===== src/rtl/mem_arbiter.sv =====
// Two-requester (instruction fetch / data) arbiter onto one single-outstanding memory port.
// Define MEM_ARB_ROUND_ROBIN_EN for alternating grants on contention; default is fixed data priority.
module mem_arbiter #(
  parameter int TIMEOUT = 16
) (
  input  logic        CLK,
  input  logic        RESET_N,
  input  logic        I_REQ,
  input  logic [31:0] I_ADDR,
  output logic        I_GNT,
  output logic        I_VALID,
  input  logic        D_REQ,
  input  logic        D_WE,
  input  logic [31:0] D_ADDR,
  input  logic [31:0] D_WDATA,
  input  logic [3:0]  D_WMASK,
  output logic        D_GNT,
  output logic        D_VALID,
  output logic [31:0] RDATA,
  output logic        BUS_ERR,
  output logic        M_REQ,
  output logic        M_WE,
  output logic [31:0] M_ADDR,
  output logic [31:0] M_WDATA,
  output logic [3:0]  M_WMASK,
  input  logic        M_ACK,
  input  logic [31:0] M_RDATA
);

  localparam logic [1:0] IDLE = 2'd0;
  localparam logic [1:0] BUSY = 2'd1;
  localparam logic [1:0] RESP = 2'd2;
  localparam logic [7:0] WAIT_LAST = 8'(TIMEOUT - 1);

  logic [1:0] state;
  logic [7:0] wait_cnt;
  logic       owner_d;
  logic       pick_d;
  logic       in_idle;

`ifdef MEM_ARB_ROUND_ROBIN_EN
  logic last_d;

  // On contention the side that did not win last time gets the bus.
  always_comb pick_d = D_REQ && (!I_REQ || !last_d);

  always_ff @(posedge CLK or negedge RESET_N) begin
    if (!RESET_N)
      last_d <= 1'b1;
    else if (I_GNT || D_GNT)
      last_d <= D_GNT;
  end
`else
  always_comb pick_d = D_REQ;
`endif

  // Grants are gated by reset so nothing is accepted while the FSM is held.
  assign in_idle = (state == IDLE) && RESET_N;
  assign I_GNT   = in_idle && I_REQ && !pick_d;
  assign D_GNT   = in_idle && pick_d;
  assign I_VALID = (state == RESP) && !owner_d;
  assign D_VALID = (state == RESP) && owner_d;
  assign M_REQ   = (state == BUSY);

  always_ff @(posedge CLK or negedge RESET_N) begin
    if (!RESET_N) begin
      state    <= IDLE;
      wait_cnt <= '0;
      owner_d  <= 1'b0;
      M_WE     <= 1'b0;
      M_ADDR   <= '0;
      M_WDATA  <= '0;
      M_WMASK  <= '0;
      RDATA    <= '0;
      BUS_ERR  <= 1'b0;
    end else begin
      case (state)
        IDLE: begin
          if (I_GNT || D_GNT) begin
            owner_d  <= D_GNT;
            M_WE     <= D_GNT && D_WE;
            M_ADDR   <= D_GNT ? D_ADDR : I_ADDR;
            M_WDATA  <= D_GNT ? D_WDATA : '0;
            M_WMASK  <= D_GNT ? D_WMASK : '0;
            wait_cnt <= '0;
            state    <= BUSY;
          end
        end
        BUSY: begin
          // An ack in the final wait cycle still counts as a normal completion.
          if (M_ACK) begin
            RDATA   <= M_WE ? '0 : M_RDATA;
            BUS_ERR <= 1'b0;
            state   <= RESP;
          end else if (wait_cnt == WAIT_LAST) begin
            RDATA   <= '0;
            BUS_ERR <= 1'b1;
            state   <= RESP;
          end else begin
            wait_cnt <= wait_cnt + 8'd1;
          end
        end
        RESP:    state <= IDLE;
        default: state <= IDLE;
      endcase
    end
  end

endmodule


===== config.mk =====
export PLATFORM = sky130hd
export DESIGN_NAME = mem_arbiter
export DESIGN_NICKNAME = d
export VERILOG_FILES = /design/src/rtl/mem_arbiter.sv
export SDC_FILE = /design/constraint.sdc
export NUM_CORES = 1
export LEC_CHECK = 0
export ABC_AREA = 1
export BUFFER_PORTS_ARGS = -buffer_cell sky130_fd_sc_hd__buf_2
export CORE_MARGIN = 5
export CORE_UTILIZATION = 41
export CTS_CLUSTER_DIAMETER = 200
export DETAILED_ROUTE_END_ITERATION = 16
export GPL_TIMING_DRIVEN = 0
export PLACE_DENSITY = 0.74
export SLEW_MARGIN = 20
export SYNTH_ARGS = -nofsm -noshare
export SYNTH_HDL_FRONTEND = slang
export SYNTH_SLANG_ARGS = --single-unit

===== constraint.sdc =====
create_clock -name CLK -period 1.45 [get_ports CLK]
set_clock_uncertainty 0.15 [all_clocks]
set_input_delay 0.145 -clock CLK [delete_from_list [all_inputs] [get_ports CLK]]
set_output_delay 0.145 -clock CLK [all_outputs]
set_load 0.01 [all_outputs]

## Word-level counts from Yosys, hierarchy flattened

Cells that the tools add are included.

- Flip-flop bits (word level): 113
- Bits of input ports: 138
- Output and inout port bits: 107
- Word-level logic and storage cells: 50

- Add/sub/neg operators: 1
- Equality and inequality tests: 7
- Muxes and demuxes: 16
- Reductions and logical operators: 17

Operators with widths:

| kind | number |
|---|---|
| 32-bit two-way mux | 5 |
| 8-bit two-way mux | 3 |
| 8-bit case mux with 2 select lines | 1 |
| 8-bit by 1-bit adder with 8-bit output (second input constant) | 1 |
| 8-bit by 4-bit == test with 1-bit output (second input constant) | 1 |
| 1-bit logical AND | 7 |
| 2-bit two-way mux | 3 |
| 2-bit AND reduction | 3 |
| 4-bit two-way mux | 1 |
| 2-bit != test (second input constant) | 2 |
| 2-bit case mux with 2 select lines | 1 |
| 4-bit AND reduction | 1 |
| 2-bit nonzero test | 2 |
| 3-bit by 1-bit != test with 1-bit output (second input constant) | 1 |
| 2-bit by 1-bit == test with 1-bit output (second input constant) | 1 |
| 2-bit == test (second input constant) | 1 |
| 1-bit zero test | 2 |
| 2-bit zero test | 1 |
| 1-bit two-way mux | 2 |
| 2-bit by 1-bit != test with 1-bit output (second input constant) | 1 |
| 1-bit logical OR | 1 |

## Depth between registers and ports, before layout

Gate-level depths: netlist of run 1.

- Word-level depth: 7
- Mapped depth: 9
- Mapped depth without buffers: 9

## Worst setup path after synthesis of run 1

No wires, ideal clock.

- Path type: register -> register
- From: register wait_cnt[0]
- To: register RDATA[12]
- Library setup time: 0.118 ns
- Data arrival time: 1.229 ns
- Required time: 1.182 ns
- Setup slack: -0.047 ns
- Cell stages (with the launch flop): 8
- Path buffers: 1
- Clock period less this slack: 1.497 ns
- Cells stage by stage: dfrtp_1 ha_1 nand3_1 nor2_1 nand2_1 buf_2 nand3_1 nand2_1

- Longest elaborated chain between the ends: 3

RTL lines:

| what | RTL line | text |
|---|---|---|
| from (decl) | 36 | `logic [7:0] wait_cnt;` |
| from (signal assigned) | 100 | `wait_cnt <= wait_cnt + 8'd1;` |
| 8-bit by 4-bit == test with 1-bit output | 95 | `end else if (wait_cnt == WAIT_LAST) begin` |
| 2-bit nonzero test (no line) | n/a |  |
| 2-bit AND reduction (no line) | n/a |  |
| to (signal assigned) | 92 | `RDATA <= M_WE ? '0 : M_RDATA;` |
| to (decl) | 19 | `output logic [31:0] RDATA,` |

No other way between the ends.
A chain may end at the register's enable or synchronous reset.

## Worst setup path in the final report of run 1

- From: register state[0]
- To: output port I_GNT

- Longest elaborated chain between the ends: 4

RTL lines:

| what | RTL line | text |
|---|---|---|
| from (decl) | 35 | `logic [1:0] state;` |
| from (signal assigned) | 67 | `state <= IDLE;` |
| from (signal assigned) | 86 | `state <= BUSY;` |
| from (signal assigned) | 94 | `state <= RESP;` |
| 2-bit zero test | 58 | `assign in_idle = (state == IDLE) && RESET_N;` |
| 1-bit logical AND | 58 |  |
| 1-bit logical AND (2 in series) | 59 | `assign I_GNT = in_idle && I_REQ && !pick_d;` |
| to (decl) | 10 | `output logic I_GNT,` |

No other way between the ends.

==> results of run 1 <==
==> synthesized netlist by cell type, drive strengths merged <==
library cell  count  area (sq um)
nor2             45         186.4
clkbuf            8         30.03
o211ai            1         7.510
buf              23         121.4
a21boi            1         7.510
nand2           120         452.9
ha                1         12.51
inv              11         41.29
o21ai            36         180.2
a21oi            32         160.2
o21bai            1         7.510
dfrtp           113          2828
nand3            47         240.2
xnor2             1         8.760
xor2              2         17.52
a22o             37         324.1
nor3              2         10.01
==> flip-flops by register name, summed over array words and instances (netlist names) <==
| register | count |
|---|---|
| RDATA | 32 |
| wait_cnt | 8 |
| M_WDATA | 32 |
| M_ADDR | 32 |
| state | 2 |
| owner_d | 1 |
| M_WE | 1 |
| BUS_ERR | 1 |
| M_WMASK | 4 |
==> metrics by stage <==
step | utilization, % | TNS, ps | worst slack, ps | hold slack [ps]
final | 90.91 | -30820 | -458.3 | -434.2
after CTS | 82.60 | -22920 | -324.6 | -436.6
after floorplan | - | 0 | 21.38 | -300.6
after global placement | 55.08 | -315230 | -2363 | 196.9
after detailed placement | 55.39 | -31630 | -559.6 | -5.023
after global routing | 90.91 | -36270 | -497.5 | -396.2
==> worst reg2reg max path, stage by stage, from the launching register on <==
cell,delay (ps)
dfrtp_2,440
nor2_4,220
o211ai_1,220
inv_2,290
buf_6,150
buf_8,130
nor2_2,60
a21oi_2,150
==> kinds of logic after synthesis <==
kind of cell,Yosys count,share of synthesized area (%)
xor gates and xnor gates,3,0.5669
AOI/OAI and AO/OA,108,14.82
DFF,113,61.00
buffers and inverters,42,4.156
and+or+nand+nor,214,19.19
adders and majority gates,1,0.2699
==> layer usage <==
layer | part of all wire [%] | GRT usage, %
met1 | 34 | 37.81
met2 | 48 | 56.33
met3 | 12 | 10.00
met4 | 6.0 | 17.71
met5 | 0 | 0
==> worst max-delay path by stage <==
stage          startpoint     endpoint  slack, ps  depth (start not counted)
2_1_floorplan    state[0]  wait_cnt[3]         20                          7
6_report         state[0]        I_GNT       -460                          5
3_3_place_gp      RESET_N   M_ADDR[13]      -2360                          6
5_1_grt          state[0]        I_GNT       -500                          5
4_1_cts          state[1]        I_GNT       -320                          5
3_5_place_dp      RESET_N   M_ADDR[13]       -560                          6
==> report_power, final <==
group / leakage [nW] / switching [mW] / internal (mW)
Combinational: 3.29 / 3.24 / 2.83
Clock: 0.310 / 1.52 / 3.01
Sequential: 1.42 / 1.08 / 4.25
Total: 5.01 / 5.84 / 10.1
==> timing repair <==
action                                  CTS  global route
endpoints found under the hold margin   155            53
endpoints found under the setup margin  115           118
pin swaps                                43            67
cloned                                   18             4
gates resized for setup                 206           231
buffers inserted                         22            15
==> area by class of cell <==
type / instances / area, sq um
repair buffers: 433 / 3353
inverters: 11 / 46.29
flip-flops and latches: 113 / 2833
plain buffers: 27 / 391.6
fillers: 404 / 998.5
well taps: 140 / 175.2
multi-input cells: 326 / 2552
clock buffers: 22 / 474.2
diodes: 1 / 2.502
clock inverters: 10 / 156.4
==> summary.md, run 1 <==
| Metric | Value |
|---|---|
| Origin of the critical flop-to-flop path | state[0] |
| Number of global-route vias before repair | 6,440 |
| Initial Utilization | 42.21% |
| Commonest non-fill, non-tap cell in the layout | buf_2 |
| Critical path fanouts, max | 3 |
| Post-synthesis sequential area ratio | 61.00% |
| H-tree lvl count | 4 |
| Critical Path AT | 1610 ps |
| Overall Power | 15.93 mW |
| I/O pin cnt | 245 |
| Final Hold Fails | 53 |
| Wirelength per Cell | 25.34 um |
| Critical path's slowest cell | dfrtp_2 |
| CP top delay family | simple AND/OR/NAND/NOR gates |
| Status | complete, but fails checks |
| Pre-Repair DR Iteration Count | 5 |
| Worst path cell trace | nor2_4, nand3_4, buf_8, nor2_1, buf_2 |
| Number of buffers created by CTS | 17 |
| Max Slew Vio Count | 0 |
| Hpwl dp | 11,130 um |
| Largest net degree at the start of global routing | 61 |
| Fin cells | 1,083 |
| Final worst path period share | 131.6% |
| Antenna violations before repair | 1 |
| Lkg Pwr | 5.015 nW |
| Worst setup EP type | output port |
| Worst path required time | 1150 ps |
| Hold_buf cts | 134 |
| Unrepaired setup endpoints after global routing | true |
| CTS clock-pin slew for the worst setup and hold paths | 60 ps |
| Post-route setup slack | -458.3 ps |
| Global-route wire length before repair | 34,200 um |
| Clock sinks | 113 |
| Port buffer count | 244 |
| WL final | 27,450 um |
| Mean area per synthesized cell | 9.638 sq um |
| Die Wd | 116.3 um |
| FMAX | 524.0 MHz |
| Commonest cells after routing, fill and taps aside | buf_2 (242), dlygate4sd3_1 (134), dfrtp_1 (109) |
| Maximum vdd drop | 1.037 mV |
| TritonCTS clock tree | built |
| Max Buffers Root-to-Sink | 2 |
| Nets | 1,068 |
| CP peak stage delay | 440 ps |
| Max-cap viol count | 0 |
| Die footprint | 13,530 sq um |
| ANT nets after route | 0 |
| Syn-to-layout area delta | 115.4% |
| Crit Reg-Reg Endpoint | M_ADDR[23] |
| All-layer global routing usage | 33.26% |
| Yosys warnings | 0 |
| Fin area | 9985 sq um |
| Crit Path Class | reg -> out |
| Post-synth net total | 620 |
| Relative slew slack | 61.44% |
| Crit path launch type | flop |
| Clock Tree Root | clkbuf_16 |
| Post-DP Area | 6083 sq um |
| Slew @ Worst Pin | 578.5 ps |
| Failing checks | negative hold slack, negative setup slack |
| DRC viols | 0 |
| Via Count | 6,384 |
| Crit path time final | 1908 ps |
| Synth Register Bits | 113 |
| Post-Syn Instances | 481 |
| PD cells | 1595 nW/um^2 |
| Placed insts | 866 |
| Endpoints failing setup | 118 |
| Worst skew pair latency | 400 ps |
| Synthesized area | 4636 sq um |
| CORE AREA | 10,980 sq um |
| DRT iter0 DRCs | 703 |
| Layout cells sized above 1 | 58.81% |
| Worst hold-check path type | in -> async |
| Worst hold margin | -434.2 ps |
| Die height | 116.3 um |
| Post-DR vias/cell | 5.895 |
| GR Overflow Total | 0 |
| FF-to-FF setup slack | -430 ps |
| Synth cell types | 25 |
| Worst path buffer plus inverter count | 2 |
| Row cnt | 38 |
| FF-to-FF path depth | 7 |
| Gpl congestion | 0.8682 |
Note: power is estimated with default switching activity, not from simulation.
==> run 2: changes to the inputs <==
==> constraint.sdc (replaced) <==
create_clock -name CLK -period 1.7 [get_ports CLK]
set_clock_uncertainty 0.15 [all_clocks]
set_input_delay 0.17 -clock CLK [delete_from_list [all_inputs] [get_ports CLK]]
set_output_delay 0.17 -clock CLK [all_outputs]
set_load 0.01 [all_outputs]
==> run 2 against run 1 <==
The flow still finishes with violations (negative hold slack, negative setup slack). Worst setup slack gained 410 ps. Cell area decreased by 17%. Register-to-register slack improved by 440 ps. Wire length decreased by 30%. Clock power decreased by 15%. Total power is 27% lower. Via count fell by 15%. Worst hold slack worse by 72 ps. Die area did not move.
==> summary.md, run 2 (synthesized netlist as in run 1, its figures left out) <==
| Metric | Value |
|---|---|
| Status | complete, but fails checks |
| Failing checks | negative hold slack, negative setup slack |
| Die height | 116.3 um (unchanged) |
| Worst setup EP type | output port |
| Maximum vdd drop | 0.7946 mV (-23%) |
| FF-to-FF path depth | 6 (-1) |
| Crit-path most repeated cell | nor2_4 |
| Final Hold Fails | 113 (+110%) |
| Hpwl dp | 10,810 um (-2.9%) |
| Commonest non-fill, non-tap cell in the layout | buf_2 |
| TritonCTS clock tree | built |
| Max-cap viol count | 0 (unchanged) |
| Overall Power | 11.64 mW (-27%) |
| Via Count | 5,442 (-15%) |
| Crit Path Class | reg -> out |
| Biggest regs | M_ADDR: 32 flops, M_WDATA: 32 flops, RDATA: 32 flops |
| Wirelength per Cell | 18.35 um (-28%) |
| CTS clock-pin slew for the worst setup and hold paths | 50 ps (about the same) |
| DRC viols | 0 (unchanged) |
| Number of buffers created by CTS | 17 (unchanged) |
| WL final | 19,170 um (-30%) |
| I/O pin cnt | 245 (unchanged) |
| Unrepaired setup endpoints after global routing | true |
| Global-route wire length before repair | 28,250 um (-17%) |
| Initial Utilization | 42.21% (unchanged) |
| Crit path launch type | flop |
| Post-route setup slack | -48.98 ps (+409.3 ps) |
| Relative slew slack | 72.87% (+11 points) |
| Critical Path AT | 1430 ps (-180 ps) |
| Worst hold margin | -506.6 ps (-72.42 ps) |
| Clock sinks | 113 (unchanged) |
| Largest net degree at the start of global routing | 60 (-1.6%) |
| FF-to-FF setup slack | 10 ps (+440 ps) |
| Worst hold-check path type | in -> async |
| Nets | 1,028 (-3.7%) |
| Pre-Repair DR Iteration Count | 5 (unchanged) |
| Fillers | 671 (+66%) |
| CP peak stage delay | 430 ps (about the same) |
| Clock Tree Root | clkbuf_16 |
| ANT nets after route | 0 (unchanged) |
| Hold_buf cts | 133 (-0.75%) |
| Max Slew Vio Count | 0 (unchanged) |
| FMAX | 571.8 MHz |
| Worst path cell trace | nor2_4, nand3_4, buf_8, nor2_4, buf_6 |
| DRT iter0 DRCs | 465 (-34%) |
| Worst path required time | 1380 ps (+230 ps) |
| Critical path's slowest cell | dfrtp_2 |
| Max Buffers Root-to-Sink | 2 (unchanged) |
| Row cnt | 38 (unchanged) |
| Slew @ Worst Pin | 406.9 ps (-171.5 ps) |
| CORE AREA | 10,980 sq um (unchanged) |
| Crit path time final | 1749 ps |
| Die Wd | 116.3 um (unchanged) |
| Gpl congestion | 0.8732 (+0.58%) |
| Commonest cells after routing, fill and taps aside | buf_2 (247), dlygate4sd3_1 (133), nand2_1 (118) |
| Number of global-route vias before repair | 5,666 (-12%) |
| Syn-to-layout area delta | 79.46% |
| Lkg Pwr | 4.327 nW (-14%) |
| Die footprint | 13,530 sq um (unchanged) |
| All-layer global routing usage | 27.07% (-6.2 points) |
| Antenna violations before repair | 2 (+1) |
| Post-DR vias/cell | 5.208 (-12%) |
| Critical path fanouts, max | 4 (+1) |
| Port buffer count | 244 (unchanged) |
| Layout cells sized above 1 | 37.36% (-21 points) |
| PD cells | 1400 nW/um^2 (-12%) |
| H-tree lvl count | 4 (unchanged) |
| Worst skew pair latency | 400 ps (about the same) |
| GR Overflow Total | 0 (unchanged) |
| Endpoints failing setup | 2 (-98%) |
| Final worst path period share | 102.9% |
==> run 2: cell types whose count changed in the layout (fill, tap and decap cells not counted), sizes merged <==
cell and delta:
buf -44, diode +2, dlygate4sd3 -1, clkinv +1, bufinv +1, clkinvlp +2
clkbuf +1
==> run 2: final cells by class <==
| cell class | count | area, sq um | area share [%] |
|---|---|---|---|
| clock inverter | 14 | 214.0 | 2.572 |
| clock buffer | 18 | 429.2 | 5.159 |
| multi-input combinational | 326 | 1693 | 20.35 |
| buffer | 31 | 230.2 | 2.767 |
| tap | 140 | 175.2 | 2.106 |
| inverter | 11 | 46.29 | 0.5565 |
| antenna | 3 | 7.507 | 0.09024 |
| timing repair buffer | 389 | 2694 | 32.38 |
| sequential | 113 | 2830 | 34.02 |
==> run 2: path summary, 6_finish.rpt <==
check	start	to
worst max-delay path	state[0]	I_GNT
worst min-delay path	RESET_N	RDATA[20]
worst max register to register	state[0]	M_ADDR[0]
worst min register to register	M_WDATA[30]	M_WDATA[30]
max in group asynchronous	RESET_N	state[0]
min in group CLK	M_ACK	wait_cnt[1]
==> run 2: power by group <==
part / internal, mW / switching, mW
Sequential: 3.62 / 0.583
Clock: 2.60 / 1.26
Combinational: 1.63 / 1.95
==> run 2: metrics by stage <==
step	std cells	setup WS (ps)	area, sq um	TNS (ps)	util, %
6_report	1045	-48.98	8319	-84.34	75.75
5_1_grt	1044	-125.6	8317	-725.8	75.72
4_1_cts	1035	-109.5	8142	-203.5	74.13
3_5_place_dp	866	-471.0	6066	-35370	55.23
3_3_place_gp	865	-1946	6032	-256620	54.92
2_1_floorplan	481	203.1	4636	0	-
==> run 2: repair_timing <==
item | 4_1_cts | 5_1_grt
pin swaps | 3 | 4
resized for setup | 19 | 74
gates cloned | 0 | 0
buffers inserted | 4 | 7
endpoints found under the hold margin | 214 | 113
setup endpoints to repair | 62 | 111
==> run 2: per-layer routing <==
metal  global-route usage, %  part of all wire, %  vias to the layer above
met5                       0                    0                        -
met4                   15.24                  3.8                        0
met3                   9.896                   12                       69
met2                   45.42                   49                      392
met1                   29.64                   35                     2533
li1                        -                    -                     2448
==> run 2: critical path: cells and delay by family, from the launching register on <==
kind                   cells  cell delay, ps
buffers and inverters      2             240
DFF                        1             430
and+or+nand+nor            3             370
==> run 3: changes to the inputs <==
--- a/config.mk
+++ b/config.mk
@@ -12,7 +12,7 @@
 export CTS_CLUSTER_DIAMETER = 200
 export DETAILED_ROUTE_END_ITERATION = 16
 export GPL_TIMING_DRIVEN = 0
-export PLACE_DENSITY = 0.74
+export PLACE_DENSITY = 0.77
 export SLEW_MARGIN = 20
 export SYNTH_ARGS = -nofsm -noshare
 export SYNTH_HDL_FRONTEND = slang
==> run 3 against run 2 <==
The flow still finishes with violations (negative hold slack, negative setup slack). First-iteration DRC count grew 7.7%. Die area unchanged. Via count is 4.4% higher. Worst hold slack improved by 88 ps. Clock-buffer cell count stayed put. Sequential cell count stayed put. Total power down 0.81%. Cell count up 0.38%.
==> summary.md, run 3 (synthesized netlist as in run 1, its figures left out) <==
| Metric | Value |
|---|---|
| DRT iter0 DRCs | 501 (+7.7%) |
| Biggest regs | M_ADDR: 32 flops, M_WDATA: 32 flops, RDATA: 32 flops |
| Clock share of power | 29.4% (-3.7 points) |
| Psw | 4.048 mW (+6.7%) |
| P_int | 7.502 mW (-4.4%) |
| DRC viols | 0 (unchanged) |
| Critical path's slowest cell | dfrtp_2 |
| Number of global-route vias before repair | 5,894 (+4.0%) |
| CP peak stage delay | 450 ps (+20 ps) |
| Global-route wire length before repair | 29,570 um (+4.7%) |
| Number of buffers created by CTS | 17 (unchanged) |
| Max-cap viol count | 0 (unchanged) |
| Endpoints failing setup | 7 (+5) |
| Worst hold margin | -419.0 ps (+87.60 ps) |
| CORE AREA | 10,980 sq um (unchanged) |
| Fin cells | 1,049 (+0.38%) |
| WL final | 20,630 um (+7.6%) |
| Combinational power share | 33.4% (+2.6 points) |
| GR Overflow Total | 0 (unchanged) |
| Gpl congestion | 0.8645 (-1.0%) |
| Switching Share | 35.04% (+2.5 points) |
| Status | complete, but fails checks |
| Wirelength per Cell | 19.67 um (+7.2%) |
| Pre-Repair DR Iteration Count | 5 (unchanged) |
| Post-DR vias/cell | 5.415 (+4.0%) |
| Register area | 2830 sq um (unchanged) |
| Via Count | 5,680 (+4.4%) |
| CTS clock-pin slew for the worst setup and hold paths | 50 ps (about the same) |
| I/O pin cnt | 245 (unchanged) |
| PD cells | 1361 nW/um^2 (-2.7%) |
| Worst path required time | 1380 ps (about the same) |
| Fillers | 605 (-9.8%) |
| Util after Layout | 77.24% (+1.5 points) |
| Antenna violations before repair | 0 (-2) |
| ANT nets after route | 0 (unchanged) |
| Commonest cells after routing, fill and taps aside | buf_2 (242), dlygate4sd3_1 (134), nand2_1 (112) |
| Max Buffers Root-to-Sink | 2 (unchanged) |
| Worst path cell trace | nor2_4, nand3_4, buf_8, nor2_4, buf_6 |
| Multi-input logic area | 1817 sq um (+7.3%) |
| Failing checks | negative hold slack, negative setup slack |
| Die Wd | 116.3 um (unchanged) |
| Initial Utilization | 42.21% (unchanged) |
| Slew @ Worst Pin | 554.6 ps (+147.6 ps) |
| Maximum vdd drop | 0.9710 mV (+22%) |
| Lkg Pwr | 4.374 nW (+1.1%) |
| Crit path time final | 1783 ps (+33.78 ps) |
| Layout cells sized above 1 | 40.20% (+2.8 points) |
| Die height | 116.3 um (unchanged) |
| H-tree lvl count | 4 (unchanged) |
| Unrepaired setup endpoints after global routing | true |
| Crit Path Class | reg -> out |
| Clock sinks | 113 (unchanged) |
| TritonCTS clock tree | built |
| Worst hold-check path type | in -> async |
| Relative slew slack | 63.03% (-9.8 points) |
| Nets | 1,034 (+0.58%) |
| Critical path fanouts, max | 3 (-1) |
| FMAX | 560.9 MHz (-1.9%) |
| Die footprint | 13,530 sq um (unchanged) |
| Worst setup EP type | output port |
| Final worst path period share | 104.9% (+2.0 points) |
| Reg power frac | 37.2% (+1.1 points) |
| Placed insts | 866 (unchanged) |
| Port buffer count | 244 (unchanged) |
| Crit-path most repeated cell | nor2_4 |
| Setup_tns | -219.5 ps (-135.2 ps) |
| Syn-to-layout area delta | 83.00% |
| Hpwl dp | 10,740 um (-0.70%) |
| Final Hold Fails | 66 (-42%) |
| Worst skew pair latency | 400 ps (about the same) |
| Row cnt | 38 (unchanged) |
| Post-route setup slack | -82.76 ps (-33.78 ps) |
| Largest net degree at the start of global routing | 61 (+1.7%) |
| Critical Path AT | 1460 ps (+30 ps) |
| All-layer global routing usage | 28.31% (+1.2 points) |
| Crit path launch type | flop |
| Max Slew Vio Count | 0 (unchanged) |
| Clock Tree Root | clkbuf_16 |
| Commonest non-fill, non-tap cell in the layout | buf_2 |
[run 3: cell count changes in the layout (fill, tap and decap cells not counted), moves of 4 or more]
cell | previous run | this run
nand2_2 | 1 | 5
nand2_1 | 118 | 112
buf_6 | 7 | 22
buf_2 | 247 | 242
nand3_2 | 1 | 9
nand3_1 | 44 | 36
[run 3: path summary, 6_finish.rpt]
| path | end | cells after the start | startpoint | slack (ps) |
|---|---|---|---|---|
| hold / removal | RDATA[23] | 1 | RESET_N | -420 |
| setup reg to reg | RDATA[27] | 7 | state[1] | -30 |
| hold reg to reg | M_WDATA[5] | 1 | M_WDATA[5] | 340 |
| setup / recovery | I_GNT | 5 | state[1] | -80 |
| max in group asynchronous | M_WDATA[23] | 2 | RESET_N | 1150 |
| min in group CLK | M_ADDR[5] | 6 | D_REQ | 190 |
[run 3: power groups by stage]
stage	sequential [mW]	combinational [mW]	clock, mW
floorplan	4.58	1.11	0
global route	4.38	4.14	3.59
CTS	4.16	3.38	3.44
finish	4.30	3.85	3.40
detailed placement	4.17	3.08	0
global placement	4.15	2.99	0
[run 3: layout make-up]
type,count,share of cell area (%)
diodes,1,0.02950
plain buffers,31,3.378
clock buffers,18,5.059
clock inverters,14,1.681
inverters,11,0.5162
multi-input cells,326,21.42
flip-flops and latches,113,33.36
well taps,140,2.065
repair buffers,395,32.49
[run 3: worst max-delay path: cells and delay by family (launching register included)]
kind / cells / cell delay (ps)
simple gates: 3 / 350
flops: 1 / 450
buf+inv: 2 / 260
[run 3: repair_timing]
| item | in CTS | in global routing |
|---|---|---|
| pin swaps | 3 | 22 |
| setup endpoints to repair | 85 | 113 |
| resized for setup | 26 | 125 |
| cloned | 0 | 3 |
| setup buffers | 5 | 8 |
| hold endpoints to repair | 154 | 54 |
| hold buffers | 133 | 1 |
[run 3: metrics by stage]
step	hold slack [ps]	instance area (sq um)	setup WS [ps]	total power [mW]
after global placement	221.2	6032	-1964	7.138
final	-419.0	8483	-82.76	11.55
after global routing	-395.3	8481	-165.2	12.12
after CTS	-422.7	8093	-129.0	10.98
after floorplan	-275.6	4636	203.1	5.687
after detailed placement	4.955	6066	-208.5	7.251
[run 3: routing by layer]
layer / vias up / global-route usage [%] / routed length, um
li1: 2465 / - / -
met1: 2702 / 30.54 / 7113
met2: 423 / 48.82 / 10190
met3: 90 / 10.10 / 2427
met4: 0 / 14.69 / 904
met5: - / 0 / 0
